### src/rtl/auth_xfer_scheduler_if.sv
// Requester-side and host-side signal bundle of auth_xfer_scheduler.
// The master modport is the scheduler; the slave modport is its environment.
interface auth_xfer_scheduler_if #(
   parameter int N_REQ = 3
);
   logic [N_REQ-1:0]   req;
   logic [8*N_REQ-1:0] req_type;
   logic [N_REQ-1:0]   grant;
   logic               done;
   logic [1:0]         status;
   logic               resp_req_out;
   logic [15:0]        auth_hdr_out;
   logic               ack_out_resp;
   logic               resp_valid;
   logic [15:0]        resp_hdr_in;

   modport master (
      input  req, req_type, ack_out_resp, resp_valid, resp_hdr_in,
      output grant, done, status, resp_req_out, auth_hdr_out
   );

   modport slave (
      output req, req_type, ack_out_resp, resp_valid, resp_hdr_in,
      input  grant, done, status, resp_req_out, auth_hdr_out
   );
endinterface

### src/rtl/auth_xfer_scheduler.sv
// Round-robin scheduler for USB Type-C authentication request/response exchanges.
// Define AUTH_RETRY_EN to resend mismatched or timed-out exchanges up to MAX_RETRY times.
module auth_xfer_scheduler #(
   parameter int          N_REQ        = 3,
   parameter logic [7:0]  PROTO_VER    = 8'h01,
   parameter logic [15:0] ACK_TIMEOUT  = 16'd1000,
   parameter logic [15:0] RESP_TIMEOUT = 16'd4000,
   parameter int          MAX_RETRY    = 2
) (
   input  logic                 clk,
   input  logic                 reset,
   auth_xfer_scheduler_if.master bus
);

   typedef enum logic [2:0] {IDLE, ARB, SEND, WAIT_ACK, WAIT_RESP, FIN} state_t;

   localparam logic [3:0] LAST_IDX = 4'(N_REQ - 1);

   state_t           state_q, state_d;
   logic [N_REQ-1:0] grant_q, grant_d, arb_onehot;
   logic             done_q, done_d;
   logic [1:0]       status_q, status_d;
   logic             resp_req_q, resp_req_d;
   logic [15:0]      hdr_q, hdr_d;
   logic [15:0]      timer_q, timer_d, timer_inc;
   logic [3:0]       rr_q, rr_d;
   logic [3:0]       win_idx, win_hi, win_lo;
   logic             found_hi;
   logic [7:0]       win_type;
   logic             outcome_vld;
   logic [1:0]       outcome;
   logic             retry_now;
`ifdef AUTH_RETRY_EN
   logic [3:0]       retry_q, retry_d;
`endif

   // Type 7F is the host's error report and overrides any version/type mismatch.
   function automatic logic [1:0] classify(input logic [15:0] rsp, input logic [7:0] rtype);
      if (rsp[7:0] == 8'h7F)
         return 2'b01;
      else if ((rsp[15:8] != PROTO_VER) || (rsp[7:0] != (rtype & 8'h7F)))
         return 2'b10;
      else
         return 2'b00;
   endfunction

   // Lowest requester at or above the pointer wins, else lowest overall (wrap).
   always_comb begin
      win_hi   = '0;
      win_lo   = '0;
      found_hi = 1'b0;
      for (int i = N_REQ - 1; i >= 0; i--) begin
         if (bus.req[i]) begin
            win_lo = 4'(i);
            if (4'(i) >= rr_q) begin
               win_hi   = 4'(i);
               found_hi = 1'b1;
            end
         end
      end
      win_idx    = found_hi ? win_hi : win_lo;
      arb_onehot = '0;
      win_type   = '0;
      for (int i = 0; i < N_REQ; i++) begin
         if (4'(i) == win_idx) begin
            arb_onehot[i] = 1'b1;
            win_type      = bus.req_type[8*i +: 8];
         end
      end
   end

   assign timer_inc = (timer_q == 16'hFFFF) ? timer_q : timer_q + 16'd1;

`ifdef AUTH_RETRY_EN
   assign retry_now = outcome_vld && outcome[1] && (retry_q < 4'(MAX_RETRY));
`else
   assign retry_now = 1'b0;
`endif

   always_comb begin
      state_d     = state_q;
      grant_d     = grant_q;
      done_d      = 1'b0;
      status_d    = status_q;
      resp_req_d  = resp_req_q;
      hdr_d       = hdr_q;
      timer_d     = timer_q;
      rr_d        = rr_q;
      outcome_vld = 1'b0;
      outcome     = 2'b00;
`ifdef AUTH_RETRY_EN
      retry_d     = retry_q;
`endif
      case (state_q)
         IDLE: if (|bus.req) state_d = ARB;
         ARB: begin
            if (|bus.req) begin
               grant_d = arb_onehot;
               hdr_d   = {PROTO_VER, win_type};
               rr_d    = (win_idx == LAST_IDX) ? 4'd0 : win_idx + 4'd1;
               state_d = SEND;
`ifdef AUTH_RETRY_EN
               retry_d = 4'd0;
`endif
            end else begin
               state_d = IDLE;
            end
         end
         SEND: begin
            resp_req_d = 1'b1;
            timer_d    = 16'd0;
            state_d    = WAIT_ACK;
         end
         WAIT_ACK: begin
            if (bus.ack_out_resp) begin
               resp_req_d = 1'b0;
               timer_d    = 16'd0;
               state_d    = WAIT_RESP;
            end else if (timer_q >= ACK_TIMEOUT) begin
               outcome_vld = 1'b1;
               outcome     = 2'b11;
            end else begin
               timer_d = timer_inc;
            end
         end
         WAIT_RESP: begin
            if (bus.resp_valid) begin
               outcome_vld = 1'b1;
               outcome     = classify(bus.resp_hdr_in, hdr_q[7:0]);
            end else if (timer_q >= RESP_TIMEOUT) begin
               outcome_vld = 1'b1;
               outcome     = 2'b11;
            end else begin
               timer_d = timer_inc;
            end
         end
         FIN: state_d = IDLE;
         default: state_d = IDLE;
      endcase

      if (outcome_vld) begin
         resp_req_d = 1'b0;
         if (retry_now) begin
            state_d = SEND;
`ifdef AUTH_RETRY_EN
            retry_d = retry_q + 4'd1;
`endif
         end else begin
            status_d = outcome;
            done_d   = 1'b1;
            grant_d  = '0;
            state_d  = FIN;
         end
      end
   end

   always_ff @(posedge clk or posedge reset) begin
      if (reset) begin
         state_q    <= IDLE;
         grant_q    <= '0;
         done_q     <= 1'b0;
         status_q   <= 2'b00;
         resp_req_q <= 1'b0;
         hdr_q      <= 16'h0000;
         timer_q    <= 16'd0;
         rr_q       <= 4'd0;
`ifdef AUTH_RETRY_EN
         retry_q    <= 4'd0;
`endif
      end else begin
         state_q    <= state_d;
         grant_q    <= grant_d;
         done_q     <= done_d;
         status_q   <= status_d;
         resp_req_q <= resp_req_d;
         hdr_q      <= hdr_d;
         timer_q    <= timer_d;
         rr_q       <= rr_d;
`ifdef AUTH_RETRY_EN
         retry_q    <= retry_d;
`endif
      end
   end

   assign bus.grant        = grant_q;
   assign bus.done         = done_q;
   assign bus.status       = status_q;
   assign bus.resp_req_out = resp_req_q;
   assign bus.auth_hdr_out = hdr_q;

endmodule

### src/flat_wrapper.sv
// flat-port wrapper written by rule: the top's interface ports become plain ports
module auth_xfer_scheduler_flat 
#(
   parameter int          N_REQ        = 3,
   parameter logic [7:0]  PROTO_VER    = 8'h01,
   parameter logic [15:0] ACK_TIMEOUT  = 16'd1000,
   parameter logic [15:0] RESP_TIMEOUT = 16'd4000,
   parameter int          MAX_RETRY    = 2
)
  (clk, reset, bus_req, bus_req_type, bus_ack_out_resp, bus_resp_valid, bus_resp_hdr_in, bus_grant, bus_done, bus_status, bus_resp_req_out, bus_auth_hdr_out);
  auth_xfer_scheduler_if #(.N_REQ(N_REQ)) bus_i ();
  input  logic clk;
  input  logic reset;
  input wire logic [$bits(bus_i.req)-1:0] bus_req;
  input wire logic [$bits(bus_i.req_type)-1:0] bus_req_type;
  input wire logic [$bits(bus_i.ack_out_resp)-1:0] bus_ack_out_resp;
  input wire logic [$bits(bus_i.resp_valid)-1:0] bus_resp_valid;
  input wire logic [$bits(bus_i.resp_hdr_in)-1:0] bus_resp_hdr_in;
  output wire logic [$bits(bus_i.grant)-1:0] bus_grant;
  output wire logic [$bits(bus_i.done)-1:0] bus_done;
  output wire logic [$bits(bus_i.status)-1:0] bus_status;
  output wire logic [$bits(bus_i.resp_req_out)-1:0] bus_resp_req_out;
  output wire logic [$bits(bus_i.auth_hdr_out)-1:0] bus_auth_hdr_out;
  assign bus_i.req = bus_req;
  assign bus_i.req_type = bus_req_type;
  assign bus_i.ack_out_resp = bus_ack_out_resp;
  assign bus_i.resp_valid = bus_resp_valid;
  assign bus_i.resp_hdr_in = bus_resp_hdr_in;
  assign bus_grant = bus_i.grant;
  assign bus_done = bus_i.done;
  assign bus_status = bus_i.status;
  assign bus_resp_req_out = bus_i.resp_req_out;
  assign bus_auth_hdr_out = bus_i.auth_hdr_out;
  auth_xfer_scheduler #(.N_REQ(N_REQ), .PROTO_VER(PROTO_VER), .ACK_TIMEOUT(ACK_TIMEOUT), .RESP_TIMEOUT(RESP_TIMEOUT), .MAX_RETRY(MAX_RETRY)) u_core (.clk(clk), .reset(reset), .bus(bus_i));
endmodule
### config.mk
export PLATFORM = sky130hd
export DESIGN_NAME = auth_xfer_scheduler_flat
export DESIGN_NICKNAME = d
export VERILOG_FILES = /design/src/rtl/auth_xfer_scheduler_if.sv /design/src/rtl/auth_xfer_scheduler.sv /design/src/flat_wrapper.sv
export SDC_FILE = /design/constraint.sdc
export NUM_CORES = 1
export LEC_CHECK = 0
export BUFFER_PORTS_ARGS = -buffer_cell sky130_fd_sc_hd__buf_2
export CAP_MARGIN = 25
export CORE_MARGIN = 10
export CORE_UTILIZATION = 54
export CTS_BUF_LIST = sky130_fd_sc_hd__clkbuf_16
export CTS_CLUSTER_DIAMETER = 50
export DETAILED_ROUTE_END_ITERATION = 10
export GPL_TIMING_DRIVEN = 0
export PLACE_DENSITY = 0.85
export SYNTH_ARGS = -nofsm -noshare
export SYNTH_HDL_FRONTEND = slang
export SYNTH_SLANG_ARGS = --single-unit
### constraint.sdc
create_clock -name clk -period 6.35 [get_ports clk]
set_input_delay 0.3175 -clock clk [delete_from_list [all_inputs] [get_ports clk]]
set_output_delay 0.3175 -clock clk [all_outputs]
set_load 0.1 [all_outputs]
# --- Word level (Yosys, flattened, before mapping) ---
# Cells that the tools add are included.
classes:
  addsub: 2
  magnitude_cmp: 5
  n_eq_ne: 17
  n_mux: 53
  reduce_logical: 13
op_table:
  columns: ["operator", "count"]
  rows:
  - ["16-bit 2-to-1 mux", 5]
  - ["16-bit case mux with 3 select lines", 1]
  - ["4-bit 2-to-1 mux", 8]
  - ["8-bit 2-to-1 mux", 3]
  - ["2-bit 2-to-1 mux", 10]
  - ["3-bit 2-to-1 mux", 6]
  - ["16-bit by 1-bit adder with 16-bit output (second input constant)", 1]
  - ["16-bit equality test (second input constant)", 1]
  - ["16-bit by 10-bit >= comparator with 1-bit output (second input constant)", 1]
  - ["16-bit by 12-bit >= comparator with 1-bit output (second input constant)", 1]
  - ["1-bit 2-to-1 mux", 16]
  - ["3-bit case mux with 5 select lines", 1]
  - ["8-bit by 7-bit equality test with 1-bit output (second input constant)", 1]
  - ["1-bit by 4-bit >= comparator with 1-bit output (first input constant)", 2]
  - ["8-bit by 1-bit != test with 1-bit output (second input constant)", 1]
  - ["8-bit by 7-bit != test with 1-bit output", 1]
  - ["3-bit by 2-bit equality test with 1-bit output (second input constant)", 2]
  - ["2-bit AND reduction", 3]
  - ["3-bit nonzero test", 2]
  - ["4-bit by 1-bit adder with 4-bit output (second input constant)", 1]
  - ["1-bit by 4-bit equality test with 1-bit output (first input constant)", 1]
  - ["2-bit by 4-bit equality test with 1-bit output (first input constant)", 1]
  - ["4-bit by 2-bit equality test with 1-bit output (second input constant)", 1]
  - ["2-bit by 4-bit >= comparator with 1-bit output (first input constant)", 1]
  - ["other kinds (16)", 19]
totals:
  ff_bits: 39
  inputBits: 47
  output_inout_bits: 23
  elab_cells: 98

# --- Depth between registers and ports, before layout ---
logic_depth:
  depth_word: 13
  depth_mapped: 8

# --- Least setup slack after synthesis ---
# No wires, ideal clock.
synth_timing:
  kind: "flip-flop to flip-flop"
  startpoint: "reg u_core.timer_q[12]"
  endpoint: "reg u_core.timer_q[8]"
  setup_ps: 78
  arrival_time_ps: 2223
  t_required_ps: 6272
  slack_ps: 4049
  path_stages_with_launch: 7
  n_path_buf: 1
  synth_period_minus_slack_ps: 2301
  path_cell_list: "dfrtp_1 -> or4_4 -> o31a_1 -> or3_4 -> buf_6 -> or3_1 -> a21oi_1"
synth_via:
  elab_chain_len: 5
synth_lines:
  columns: ["item", "line_no", "rtl"]
  rows:
  - ["start: declaration", "auth_xfer_scheduler.sv:25", "logic [15:0] timer_q, timer_d, timer_inc;"]
  - ["start signal: assignment", "auth_xfer_scheduler.sv:177", "timer_q <= timer_d;"]
  - ["branches (longest 5 deep; another with 16-bit by 10-bit >= comparator with 1-bit output)", null, null]
# Several ways; the timed one is not identified. The select of a mux whose other input is x is not followed.
# A chain may end at the register's enable or synchronous reset.

# --- Final worst setup path ---
# Same ends and word-level chain as after synthesis.

==> flow_metrics.tcl <==
set metrics [dict create \
    setup_viol 0 \
    p_leak_uw 0.001226 \
    grt_start_max_net_pins 39 \
    hold_slack_ns 0.1834 \
    grt_pass1_vias 1857 \
    drive_gt1_share_pct 30.82 \
    synth-edff-count 0 \
    fillers 300 \
    numCtsBuffers 5 \
    drv_cap 0 \
    fp.dieH_um 81.70 \
    cts.sinks 38 \
    ios 70 \
    end_kind "flip-flop" \
    irDropWorstVdd_uv 346.7 \
    fin_crit_ns 2.491 \
    reg2reg_to "u_core.timer_q[8]" \
    cts-root-buf "clkbuf_16" \
    netlist_area_mm2 0.002056 \
    core_area_mm2 0.003661 \
    row_count 22 \
    avgRoutedWirePerCell_um 15.79 \
    status "completed" \
    ys_seq_area_share_pct 46.26 \
    fmax_mhz 401.5 \
    ant_nets 0 \
    multi_input_area_mm2 0.001015 \
    relSlewSlack_pct 47.44 \
    hold_buffers 0 \
    worstMarginPinSlew_ns 0.7872 \
    dr.pass1.iters 5 \
    hp-class "input port to async pin" \
    synth_warnings 0 \
    numPortBuffers 62 \
    wirelength_um 5368 \
    fin_worst_skew_ns 0.004900 \
    routed-via-count 1867 \
    powerDensity_mw_per_mm2 506.7 \
    cp-start-kind "flip-flop" \
    synthArstFlopShare_pct 100.0 \
    ys_types 47 \
    rsz0062_at_grt "no" \
    dieWidth_um 81.70 \
    ys.flop_type "dfrtp_1" \
    yosysTopAreaCell "dfrtp_1" \
    required_ns 6.55 \
    clock_path_buffers 2 \
    diodes 0 \
    rr_startpoint "u_core.timer_q[12]" \
    criticalPathCategory "flip-flop to flip-flop" \
    design.die.area_mm2 0.006675 \
    synth-seq-cells 38 \
    start_util_pct 56.15 \
    arrival_ns 2.69 \
    area_growth_pct 25.99 \
    slew_viol_final 0 \
    rrSetupSlack_ns 3.86 \
    fin_util_pct 70.75 \
    tritoncts "yes" \
    synth_top_area_share_pct 46.26 \
    period_share_pct 39.22 \
    via_per_inst 5.491 \
    rr_worst_depth 7 \
    drt_iter0_drc 142 \
    antenna_found_initial 0 \
    grt_pass1_wl_um 8542 \
    dpl.hpwl_um 4150 \
    ys_top_cells_by_area "dfrtp_1 (46%), o21ai_0 (4.4%), mux2i_1 (3.9%)" \
    grt_remaining_overflow 0 \
    syn_inst 216 \
    avgSynthCellArea_um2 9.517 \
    hold_violations 0 \
    cts.clk_slew.worst_paths_ns 0.06 \
    htree_num_levels 2 \
    setup_tns_ns 0 \
    post_cts_resized 0 \
    finalNetCount 340 \
    clk_latency_ns 0.28 \
    seqCellArea_um2 950.9 \
    cp_max_fo 10 \
    place.gp.congestion 0.8722 \
    global_route.usage.total_pct 16.29 \
    drc 0 \
    cts_setup_buffers 0 \
]
==> flip-flops by register name, summed over array words and instances (netlist names) <==
name and count:
u_core.timer_q 16, u_core.bus.auth_hdr_out 9, u_core.bus.grant 3, u_core.rr_q 3, u_core.state_q 3, u_core.bus.status 2, u_core.bus.done 1, u_core.bus.resp_req_out 1
==> final cells by class <==
| class | instances | share of cell area, % |
|---|---|---|
| Sequential cell | 38 | 36.72 |
| Timing Repair Buffer | 62 | 11.98 |
| Inverter | 8 | 1.159 |
| Multi-Input combinational cell | 163 | 39.18 |
| Clock inverter | 3 | 0.6280 |
| Clock buffer | 5 | 4.831 |
| Tap cell | 48 | 2.319 |
| Buffer | 13 | 3.188 |
==> cell usage in the layout, fill, tap and decap left out, types with 2 or more instances in the layout <==
cell / netlist / final
a21oi_1: 9 / 9
a22oi_1: 7 / 7
a31oi_1: 2 / 2
and3_1: 2 / 2
buf_2: 0 / 62
buf_4: 7 / 7
clkbuf_1: 5 / 5
clkbuf_16: 0 / 5
conb_1: 1 / 7
dfrtp_1: 38 / 38
ha_1: 2 / 2
inv_1: 8 / 7
mux2i_1: 8 / 8
nand2_1: 16 / 16
nand2b_1: 3 / 3
nand3_1: 8 / 8
nand4_1: 3 / 3
nor2_1: 16 / 16
nor2b_1: 5 / 5
nor3_1: 4 / 4
nor4_1: 5 / 5
o211ai_1: 4 / 4
o21ai_0: 18 / 18
o311ai_0: 2 / 2
or2_2: 5 / 5
or3_1: 3 / 3
or4_1: 4 / 4
xnor2_1: 7 / 7
xor2_1: 4 / 4
==> report_power, final <==
| part | internal, uW | switching (uW) |
|---|---|---|
| Combinational | 169 | 534 |
| Clock | 143 | 95.2 |
| Sequential | 309 | 61.8 |
| Total | 621 | 691 |
==> worst max path at each step <==
| stage | slack [ns] | depth (start not counted) | startpoint | endpoint |
|---|---|---|---|---|
| 6_report | 3.86 | 7 | u_core.timer_q[12] | u_core.timer_q[8] |
| 5_1_grt | 3.78 | 7 | u_core.timer_q[12] | u_core.timer_q[8] |
| 4_1_cts | 3.86 | 7 | u_core.timer_q[12] | u_core.timer_q[8] |
| 3_5_place_dp | 3.87 | 7 | u_core.timer_q[12] | u_core.timer_q[8] |
| 3_3_place_gp | 3.94 | 6 | u_core.timer_q[12] | u_core.timer_q[8] |
| 2_1_floorplan | 4.05 | 6 | u_core.timer_q[12] | u_core.timer_q[8] |
==> cell usage after synthesis, types with 2 or more instances <==
| cell type | number |
|---|---|
| or4_1 | 4 |
| nand4_1 | 3 |
| clkbuf_1 | 5 |
| dfrtp_1 | 38 |
| o21ai_0 | 18 |
| nand2b_1 | 3 |
| o211ai_1 | 4 |
| a31oi_1 | 2 |
| a22oi_1 | 7 |
| nor3_1 | 4 |
| nor2_1 | 16 |
| and3_1 | 2 |
| a21oi_1 | 9 |
| o311ai_0 | 2 |
| or2_2 | 5 |
| nor2b_1 | 5 |
| ha_1 | 2 |
| nand3_1 | 8 |
| xnor2_1 | 7 |
| xor2_1 | 4 |
| buf_4 | 7 |
| inv_1 | 8 |
| nor4_1 | 5 |
| or3_1 | 3 |
| nand2_1 | 16 |
| mux2i_1 | 8 |
==> critical path, stage by stage, from the launching register on <==
cell     delay [ns]
dfrtp_1        0.39
or4_4          0.54
nor3_1         0.21
a21oi_2        0.17
or3_4          0.45
buf_6          0.15
or3_1          0.34
a21oi_1        0.16
==> stage by stage <==
step	setup WS, ns	std cells	area [um2]	total power [uW]
5_1_grt	3.777	340	2590	1387
3_5_place_dp	3.874	332	2449	1076
6_report	3.859	340	2590	1312
3_3_place_gp	3.938	332	2449	1062
2_1_floorplan	4.049	222	2078	934.4
4_1_cts	3.856	340	2590	1317
==> kinds of logic (layout without fill, tap and decap cells) <==
kind of cell / Yosys count / count (layout) / share of synthesized area [%]
buffers and inverters: 21 / 91 / 5.478
DFF: 38 / 38 / 46.26
and+or+nand+nor: 84 / 84 / 22.34
adders and majority gates: 2 / 2 / 1.217
other: 1 / 7 / 0.1824
AOI/OAI and AO/OA: 51 / 51 / 15.95
xor gates and xnor gates: 11 / 11 / 4.686
muxes: 8 / 8 / 3.895
==> layer usage <==
layer	share of wire, %	routed length (um)	up-vias	global-route usage, %
met5	0	0	-	0
met4	1.3	71	0	4.762
met3	6.6	354	6	7.205
met2	53	2855	46	27.49
met1	39	2087	894	18.27
li1	-	-	921	-
(Power assumes the default switching activity.)
